File: src/rtl/noise_filter_ctrl_pkg.sv
// Shared types, widths and default geometry for the noise-filter frame controller.
package noise_filter_ctrl_pkg;

    localparam int unsigned H_PIXELS_DEF  = 320;
    localparam int unsigned V_LINES_DEF   = 240;
    localparam int unsigned CLR_DEPTH_DEF = 320;

    localparam int unsigned X_W         = 9;
    localparam int unsigned Y_W         = 8;
    localparam int unsigned ADDR_W      = 17;
    localparam int unsigned CLR_W       = 9;
    localparam int unsigned FRAME_CNT_W = 16;

    typedef enum logic [1:0] {
        IDLE  = 2'd0,
        CLEAR = 2'd1,
        ARMED = 2'd2,
        RUN   = 2'd3
    } ctrl_state_e;

    // Raster address as seen by the filter: row in the upper bits, column below.
    function automatic logic [ADDR_W-1:0] pack_pixel_addr(input logic [Y_W-1:0] y,
                                                          input logic [X_W-1:0] x);
        return {y, x};
    endfunction

endpackage

File: src/rtl/noise_filter_frame_ctrl_if.sv
// Config handshake plus filter-facing address/clear bus of the frame controller.
interface noise_filter_frame_ctrl_if;
    import noise_filter_ctrl_pkg::*;

    logic              cfg_valid;
    logic              cfg_enable;
    logic              cfg_ready;
    logic [ADDR_W-1:0] pixel_addr;
    logic              addr_valid;
    logic              clr_we;
    logic [CLR_W-1:0]  clr_addr;

    modport master (
        output cfg_valid, cfg_enable,
        input  cfg_ready, pixel_addr, addr_valid, clr_we, clr_addr
    );

    modport slave (
        input  cfg_valid, cfg_enable,
        output cfg_ready, pixel_addr, addr_valid, clr_we, clr_addr
    );
endinterface

File: src/rtl/raster_addr_counter.sv
// x/y raster counters: advance on active pixels, wrap x into y, sync clear at frame boundaries.
module raster_addr_counter
    import noise_filter_ctrl_pkg::*;
#(
    parameter int unsigned H_PIXELS = H_PIXELS_DEF,
    parameter int unsigned V_LINES  = V_LINES_DEF
) (
    input  logic           clk,
    input  logic           rst_n,
    input  logic           clr,
    input  logic           adv,
    output logic [X_W-1:0] x,
    output logic [Y_W-1:0] y,
    output logic           frame_last_c
);

    logic x_last_c;

    assign x_last_c     = (x == X_W'(H_PIXELS - 1));
    assign frame_last_c = x_last_c && (y == Y_W'(V_LINES - 1));

    // y only returns to 0 after the final pixel, never mid-frame.
    always_ff @(posedge clk or negedge rst_n) begin
        if (!rst_n) begin
            x <= '0;
            y <= '0;
        end else if (clr) begin
            x <= '0;
            y <= '0;
        end else if (adv) begin
            if (x_last_c) begin
                x <= '0;
                y <= frame_last_c ? '0 : y + Y_W'(1);
            end else begin
                x <= x + X_W'(1);
            end
        end
    end

endmodule

File: src/rtl/noise_filter_frame_ctrl.sv
// Frame sequencer for the noise filter: line-buffer clear, raster addressing, frame-aligned config.
// Define FILTER_FRAME_CNT_EN to add the frame_count output (completed frames, wrapping).
module noise_filter_frame_ctrl
    import noise_filter_ctrl_pkg::*;
#(
    parameter int unsigned H_PIXELS  = H_PIXELS_DEF,
    parameter int unsigned V_LINES   = V_LINES_DEF,
    parameter int unsigned CLR_DEPTH = CLR_DEPTH_DEF
) (
    input  logic                    clk,
    input  logic                    rst_n,
    input  logic                    vsync,
    input  logic                    active_area,
    noise_filter_frame_ctrl_if.slave bus,
    output logic                    filter_enable,
    output logic                    frame_start,
    output logic                    frame_done,
    output logic                    clr_overrun,
    output logic                    busy
`ifdef FILTER_FRAME_CNT_EN
    ,
    output logic [FRAME_CNT_W-1:0]  frame_count
`endif
);

    ctrl_state_e       state;
    logic              vsync_d;
    logic              vsync_rise_c;
    logic              cfg_hs_c;
    logic              pix_adv_c;
    logic              frame_last_c;
    logic [X_W-1:0]    x;
    logic [Y_W-1:0]    y;
    logic [CLR_W-1:0]  clr_cnt;

    logic              pending;
    logic              shadow;
    logic              cfg_ready_r;
    logic [ADDR_W-1:0] pixel_addr_r;
    logic              addr_valid_r;
    logic              clr_we_r;
    logic [CLR_W-1:0]  clr_addr_r;

    assign vsync_rise_c = vsync & ~vsync_d;
    assign cfg_hs_c     = bus.cfg_valid & cfg_ready_r;
    assign pix_adv_c    = active_area & ~vsync_rise_c & ((state == ARMED) || (state == RUN));

    assign bus.cfg_ready  = cfg_ready_r;
    assign bus.pixel_addr = pixel_addr_r;
    assign bus.addr_valid = addr_valid_r;
    assign bus.clr_we     = clr_we_r;
    assign bus.clr_addr   = clr_addr_r;

    raster_addr_counter #(
        .H_PIXELS (H_PIXELS),
        .V_LINES  (V_LINES)
    ) u_raster (
        .clk          (clk),
        .rst_n        (rst_n),
        .clr          (vsync_rise_c),
        .adv          (pix_adv_c),
        .x            (x),
        .y            (y),
        .frame_last_c (frame_last_c)
    );

    always_ff @(posedge clk or negedge rst_n) begin
        if (!rst_n) vsync_d <= 1'b0;
        else        vsync_d <= vsync;
    end

    // Shadowed enable: a request is held until the next vsync rise, or applied directly if coincident.
    always_ff @(posedge clk or negedge rst_n) begin
        if (!rst_n) begin
            pending       <= 1'b0;
            shadow        <= 1'b0;
            cfg_ready_r   <= 1'b1;
            filter_enable <= 1'b0;
        end else if (vsync_rise_c) begin
            if (cfg_hs_c)     filter_enable <= bus.cfg_enable;
            else if (pending) filter_enable <= shadow;
            pending     <= 1'b0;
            cfg_ready_r <= 1'b1;
        end else if (cfg_hs_c) begin
            shadow      <= bus.cfg_enable;
            pending     <= 1'b1;
            cfg_ready_r <= 1'b0;
        end
    end

    // Frame FSM with registered strobes; a vsync rise restarts the clear from any state.
    always_ff @(posedge clk or negedge rst_n) begin
        if (!rst_n) begin
            state        <= IDLE;
            clr_cnt      <= '0;
            clr_we_r     <= 1'b0;
            clr_addr_r   <= '0;
            addr_valid_r <= 1'b0;
            pixel_addr_r <= '0;
            frame_start  <= 1'b0;
            frame_done   <= 1'b0;
            busy         <= 1'b0;
        end else begin
            frame_start  <= 1'b0;
            frame_done   <= 1'b0;
            clr_we_r     <= 1'b0;
            addr_valid_r <= 1'b0;
            if (vsync_rise_c) begin
                frame_start <= 1'b1;
                state       <= CLEAR;
                clr_cnt     <= '0;
                busy        <= 1'b1;
            end else begin
                unique case (state)
                    IDLE: ;
                    CLEAR: begin
                        clr_we_r   <= 1'b1;
                        clr_addr_r <= clr_cnt;
                        if (clr_cnt == CLR_W'(CLR_DEPTH - 1)) begin
                            clr_cnt <= '0;
                            state   <= ARMED;
                        end else begin
                            clr_cnt <= clr_cnt + CLR_W'(1);
                        end
                    end
                    ARMED, RUN: begin
                        if (active_area) begin
                            addr_valid_r <= 1'b1;
                            pixel_addr_r <= pack_pixel_addr(y, x);
                            state        <= RUN;
                            if (frame_last_c) begin
                                frame_done <= 1'b1;
                                state      <= IDLE;
                                busy       <= 1'b0;
                            end
                        end
                    end
                    default: state <= IDLE;
                endcase
            end
        end
    end

    always_ff @(posedge clk or negedge rst_n) begin
        if (!rst_n)                                  clr_overrun <= 1'b0;
        else if ((state == CLEAR) && active_area)    clr_overrun <= 1'b1;
    end

`ifdef FILTER_FRAME_CNT_EN
    // Counts only frames that reach their last pixel; aborted frames never get here.
    always_ff @(posedge clk or negedge rst_n) begin
        if (!rst_n)                         frame_count <= '0;
        else if (pix_adv_c && frame_last_c) frame_count <= frame_count + FRAME_CNT_W'(1);
    end
`endif

endmodule

File: src/flat_wrapper.sv
// flat-port wrapper written by rule: the top's interface ports become plain ports
module noise_filter_frame_ctrl_flat import noise_filter_ctrl_pkg::*;
#(
    parameter int unsigned H_PIXELS  = H_PIXELS_DEF,
    parameter int unsigned V_LINES   = V_LINES_DEF,
    parameter int unsigned CLR_DEPTH = CLR_DEPTH_DEF
)
  (clk, rst_n, vsync, active_area, filter_enable, frame_start, frame_done, clr_overrun, busy, bus_cfg_valid, bus_cfg_enable, bus_cfg_ready, bus_pixel_addr, bus_addr_valid, bus_clr_we, bus_clr_addr);
  noise_filter_frame_ctrl_if bus_i ();
  input  logic clk;
  input  logic rst_n;
  input  logic vsync;
  input  logic active_area;
  output logic filter_enable;
  output logic frame_start;
  output logic frame_done;
  output logic clr_overrun;
  output logic busy;
  input wire logic [$bits(bus_i.cfg_valid)-1:0] bus_cfg_valid;
  input wire logic [$bits(bus_i.cfg_enable)-1:0] bus_cfg_enable;
  output wire logic [$bits(bus_i.cfg_ready)-1:0] bus_cfg_ready;
  output wire logic [$bits(bus_i.pixel_addr)-1:0] bus_pixel_addr;
  output wire logic [$bits(bus_i.addr_valid)-1:0] bus_addr_valid;
  output wire logic [$bits(bus_i.clr_we)-1:0] bus_clr_we;
  output wire logic [$bits(bus_i.clr_addr)-1:0] bus_clr_addr;
  assign bus_i.cfg_valid = bus_cfg_valid;
  assign bus_i.cfg_enable = bus_cfg_enable;
  assign bus_cfg_ready = bus_i.cfg_ready;
  assign bus_pixel_addr = bus_i.pixel_addr;
  assign bus_addr_valid = bus_i.addr_valid;
  assign bus_clr_we = bus_i.clr_we;
  assign bus_clr_addr = bus_i.clr_addr;
  noise_filter_frame_ctrl #(.H_PIXELS(H_PIXELS), .V_LINES(V_LINES), .CLR_DEPTH(CLR_DEPTH)) u_core (.clk(clk), .rst_n(rst_n), .vsync(vsync), .active_area(active_area), .bus(bus_i), .filter_enable(filter_enable), .frame_start(frame_start), .frame_done(frame_done), .clr_overrun(clr_overrun), .busy(busy));
endmodule
File: config.mk
export PLATFORM = sky130hd
export DESIGN_NAME = noise_filter_frame_ctrl_flat
export DESIGN_NICKNAME = d
export VERILOG_FILES = /design/src/rtl/noise_filter_ctrl_pkg.sv /design/src/rtl/noise_filter_frame_ctrl_if.sv /design/src/rtl/raster_addr_counter.sv /design/src/rtl/noise_filter_frame_ctrl.sv /design/src/flat_wrapper.sv
export SDC_FILE = /design/constraint.sdc
export NUM_CORES = 1
export LEC_CHECK = 0
export CORE_MARGIN = 2
export CORE_UTILIZATION = 62
export DETAILED_ROUTE_END_ITERATION = 7
export DONT_BUFFER_PORTS = 1
export PLACE_DENSITY = 0.81
export SETUP_SLACK_MARGIN = 0.4
export SLEW_MARGIN = 10
export SYNTH_ARGS = -nofsm -noshare
export SYNTH_HDL_FRONTEND = slang
export SYNTH_SLANG_ARGS = --single-unit
File: constraint.sdc
create_clock -name clk -period 2.7 [get_ports clk]
set_input_delay 0.405 -clock clk [delete_from_list [all_inputs] [get_ports clk]]
set_output_delay 0.405 -clock clk [all_outputs]
set_load 0.05 [all_outputs]
# --- Word-level counts from Yosys, hierarchy flattened ---
# Cells that the tools add are included.
classes:
  addsub: 3
  n_eq_ne: 8
  mux: 35
  bitwise_logic: 6
  reduce_logical: 20
op_table:
  columns: ["op", "count"]
  rows:
  - ["$mux 9", 6]
  - ["$mux 8", 4]
  - ["$mux 1", 20]
  - ["$add 9x1->9 const B", 2]
  - ["$eq 9x9->1 const B", 2]
  - ["$reduce_bool 2->1", 8]
  - ["$reduce_and 3->1", 3]
  - ["$add 8x1->8 const B", 1]
  - ["$eq 8x8->1 const B", 1]
  - ["$mux 2", 4]
  - ["$reduce_and 2->1", 4]
  - ["$and 1x1->1", 4]
  - ["$eq 2x2->1 const B", 2]
  - ["$pmux 2 s2", 1]
  - ["$ne 3x1->1 const B", 1]
  - ["$ne 3x2->1 const B", 1]
  - ["$reduce_bool 3->1", 1]
  - ["$eq 2x1->1 const B", 1]
  - ["$logic_and 1x1->1", 2]
  - ["$not 1->1", 2]
  - ["$reduce_or 2->1", 1]
  - ["$logic_or 1x1->1", 1]
totals:
  regBits: 65

# --- Logic depth before layout (Yosys ltp) ---
depth:
  ltp_word: 7
  depth_mapped: 7
  ltp_nobuf: 5

# --- Modules after synthesis ---
# A second synthesis with hierarchy kept.
unflattened:
  hier_cells: 256
  area_unflattened_um2: 2907.8
by_module_without_submodules:
  columns: ["module", "n_inst", "cells_per_inst", "area_per_inst_um2", "seq_area_each_um2"]
  rows:
  - ["noise_filter_frame_ctrl", 1, 154, 1958.1, 1202.4]
  - ["raster_addr_counter", 1, 102, 949.7, 425.4]

# --- Worst setup path before layout ---
# No wires, ideal clock.
synth_timing:
  path_kind: "register to register"
  start: "register u_core.u_raster.x[0]"
  end: "register u_core.u_raster.y[0]"
  setup_ps: 144
  arrival_time_ps: 1783
  required_ps: 2556
  path_slack_ps: 773
  path_stages_with_launch: 7
  path_cell_list: "dfrtp_1 > ha_1 > nand4b_1 > or4_1 > buf_2 > o31ai_1 > nor2_1"
synth_via:
  elab_chain_cells: 6
  word_cells_on_any_way: 8
synth_rtl:
  columns: ["element", "line", "text"]
  rows:
  - ["start: declaration", "raster_addr_counter.sv:12", "output logic [X_W-1:0] x,"]
  - ["start signal: assignment", "raster_addr_counter.sv:35", "x <= x + X_W'(1);"]
  - ["$eq 9x9->1 (*)", "raster_addr_counter.sv:19", "assign x_last_c = (x == X_W'(H_PIXELS - 1));"]
  - ["$logic_and 1x1->1", "raster_addr_counter.sv:20", "assign frame_last_c = x_last_c && (y == Y_W'(V_LINES - 1));"]
  - ["$mux 8", "raster_addr_counter.sv:33", "y <= frame_last_c ? '0 : y + Y_W'(1);"]
  - ["$mux 8", "raster_addr_counter.sv:31", "if (x_last_c) begin"]
  - ["$mux 8", "raster_addr_counter.sv:30", "end else if (adv) begin"]
  - ["$mux 8", "raster_addr_counter.sv:27", "end else if (clr) begin"]
  - ["end signal: assignment", "raster_addr_counter.sv:33", null]
  - ["end: declaration", "raster_addr_counter.sv:13", "output logic [Y_W-1:0] y,"]
# Every way passes the cells marked *; elsewhere a longest branch is shown, timed or not. The select of a mux whose other input is x is not followed.
# A chain may end at the register's enable or synchronous reset.

# --- Final worst setup path ---
layout_timing:
  start: "register u_core.u_raster.x[0]"
  end: "register u_core.u_raster.y[6]"
# Same word-level chain as after synthesis.

==> flow_summary.ini <==
[power]
power_density_nw_per_um2 = 772
netSwitchingFraction_pct = 30.3
ir_drop_uv = 542
p_leak_uw = 0.00143
combPwrFrac_pct = 9.3
clkPwrFrac_pct = 38.3
p_sw_uw = 743
finalPower_uw = 2460
pwr-share-seq_pct = 52.5
p_int_uw = 1710

[timing]
final.setup_skew_ns = 0.0134
hold_ws_ns = 0.0877
setup_viol = 0
fin_ws_ns = 0.583
rsz0062_at_grt = false
maxSlewViolCount = 0
fmax_mhz = 472
worstMarginPinSlew_ns = 0.801
setup_tns_ns = 0
final_hold_viol_count = 0
relSlewSlack_pct = 46.1
period_needed_ns = 2.12
fin_crit_sh_pct = 78.4

[logic_synthesis]
synth_xor_area_share_pct = 3.07
synth.top_cell.area_share_pct = 56.2
synth_seq_cells = 65
synth_enable_flop_cells = 0
synth_cell_types = 49
synthAdderAreaFrac_pct = 1.32
ys_seq_area_share_pct = 57.1
synth.area.top_cells = dfrtp_1 (56%), mux2_2 (7.1%), nand2_1 (6.3%)
synth_fp_nets = 279
synth_compound_area_share_pct = 9.84
synthArstFlopShare_pct = 100
netlist.top_cell.by_area = dfrtp_1
syn_avg_cell_area_um2 = 10.6
synth_mux_area_share_pct = 7.47
syn_inst = 270
yosys_warnings = 0
synth-simple-area-share_pct = 18.4
ys.flop_type = dfrtp_1
synthesis.area_um2 = 2850
synth_top_family_by_area = simple AND/OR/NAND/NOR gates

[drt]
vias = 2027
drt_iter0_markers = 174
via_per_inst = 6.07
drc = 0
wl_per_cell_um = 16.5
drt_pass1_iterations = 4
wl_um = 5500
ant_nets = 0

[hold_path]
min_from = vsync
hold_path.class = in2reg

[global_route]
grt_pass1_vias = 1958
grtUsageTotal_pct = 23.9
grt_max_degree = 66
grt_overflow = 0
antenna_found_initial = 0
grt_pass1_wl_um = 9290

[clock_network]
clk_pin_slew_worst_paths_ns = 0.07
post_cts_buffers = 0
cts_root_buf = clkbuf_8
cts_tree = yes
cts_max_path_buffers = 2
cts.sinks = 65
clk_latency_ns = 0.35
cts_htree_levels = 3
numCtsBuffers = 9

[setup_path]
critPathKind = reg2reg
cp_data_arrival_time_ns = 2.39
path_max_fanout = 10
rr_startpoint = u_core.u_raster.x[0]
cp.required_ns = 2.97
cp-start-kind = register
reg2reg_slack_ns = 0.58
endpoint_kind = register
critPathLaunch = u_core.u_raster.x[0]

[cells_and_area]
multi_input_area_um2 = 1150
final_common_cell = dfrtp_1
fillers = 306
diodes = 0
nets = 286
drive_gt1_share_pct = 16.0
final-seq-area_um2 = 1630
area_growth_pct = 11.6
most-common-layout-cells = dfrtp_1 (64), nand2_1 (48), nor2_1 (18), mux2_2 (18), a21oi_1 (14)

[outcome]
status = finished clean

[die]
die-area_um2 = 5150
die_x_um = 71.8
rows = 24
fp.coreArea_um2 = 4380
fp.dieH_um = 71.8
io_pins = 40
start_util_pct = 65.0

[placed_design]
place_hpwl_um = 3560
post-place-ws_ns = 0.463
port-buffer-count = 0
place_congestion = 0.847

[run]
drv_cap = 0
-- critical path: stages, from the launching register on --
cell and delay (ns):
dfrtp_1 0.41, ha_1 0.25, nand4b_1 0.12, or4_1 0.59
or4_1 0.52, a21oi_1 0.16
-- power by group through the flow --
stage / Combinational, uW / Clock (uW) / Sequential, uW
after floorplan: 165 / 0 / 1280
after detailed placement: 204 / 0 / 1310
after global routing: 255 / 985 / 1300
final: 228 / 939 / 1290
after global placement: 196 / 0 / 1300
after CTS: 231 / 945 / 1290
-- layer usage --
layer	wire length, um	global-route usage, %	up-vias	part of all wire [%]
li1	-	-	960	-
met1	2390	32.0	986	43
met2	2620	35.7	71	48
met3	392	9.28	10	7.1
met4	102	8.60	0	1.9
met5	0	0	-	0
-- logic make-up (layout without fill, tap and decap cells) --
| logic type | Yosys count | after routing |
|---|---|---|
| xor+xnor | 10 | 10 |
| simple gates | 109 | 109 |
| fa+ha+maj | 3 | 3 |
| mux | 19 | 19 |
| compound gates | 44 | 44 |
| flops | 65 | 65 |
| buf+inv | 20 | 32 |
-- Yosys cell counts, types with 2 or more instances --
library cell,n
a21oi_1,14
nand4_1,5
a211oi_1,2
a31oi_1,2
a21o_1,2
nand4b_1,2
nor4_1,3
buf_2,3
xor2_1,4
o22ai_1,2
nor3_1,4
clkbuf_1,7
ha_1,3
mux2_2,18
o31ai_1,2
nand2_1,48
o21ai_0,9
or4_1,3
nand3_1,10
a211o_1,2
dfrtp_1,64
or3_1,4
xnor2_1,6
nand2b_1,3
inv_1,7
nor2_1,18
-- stage by stage --
stage | util (%) | area, um2 | instances
after global routing | 72.5 | 3180 | 334
final | 72.5 | 3180 | 334
after floorplan | - | 2850 | 270
after global placement | 66.4 | 2910 | 316
after detailed placement | 66.4 | 2910 | 316
after CTS | 72.4 | 3180 | 334
-- worst paths after layout --
kind / end / cells past startpoint
max in group asynchronous: u_core.bus.cfg_ready / 2
min reg2reg: u_core.shadow / 1
min in group asynchronous: u_core.bus.pixel_addr[14] / 2
max reg2reg: u_core.u_raster.y[6] / 5
max: u_core.u_raster.y[6] / 5
min: u_core.vsync_d / 0
-- final cells by class --
cell class	count	area share [%]
Clock inverter	5	2.44
Multi-Input combinational cell	185	36.0
Inverter	8	0.944
Clock buffer	11	4.76
Tap cell	52	2.05
Sequential cell	65	51.2
Timing Repair Buffer	8	2.60
-- flip-flops by register name, summed over array words and instances (netlist names) --
register,count
u_core.shadow,1
u_core.filter_enable,1
u_core.u_raster.y,8
u_core.clr_cnt,9
u_core.pending,1
u_core.bus.clr_we,1
u_core.frame_done,1
u_core.bus.pixel_addr,17
u_core.busy,1
u_core.bus.addr_valid,1
u_core.clr_overrun,1
u_core.bus.clr_addr,9
u_core.u_raster.x,9
u_core.frame_start,1
u_core.state,2
u_core.vsync_d,1
u_core.bus.cfg_ready,1
-- what timing repair did --
| action | 4_1_cts | 5_1_grt |
|---|---|---|
| hold endpoints to repair | 65 | 0 |
| gates resized for setup | 0 | 1 |
| setup endpoints to repair | 0 | 6 |
| hold buffers | 2 | 0 |
Power figures use the tool's default switching activity.
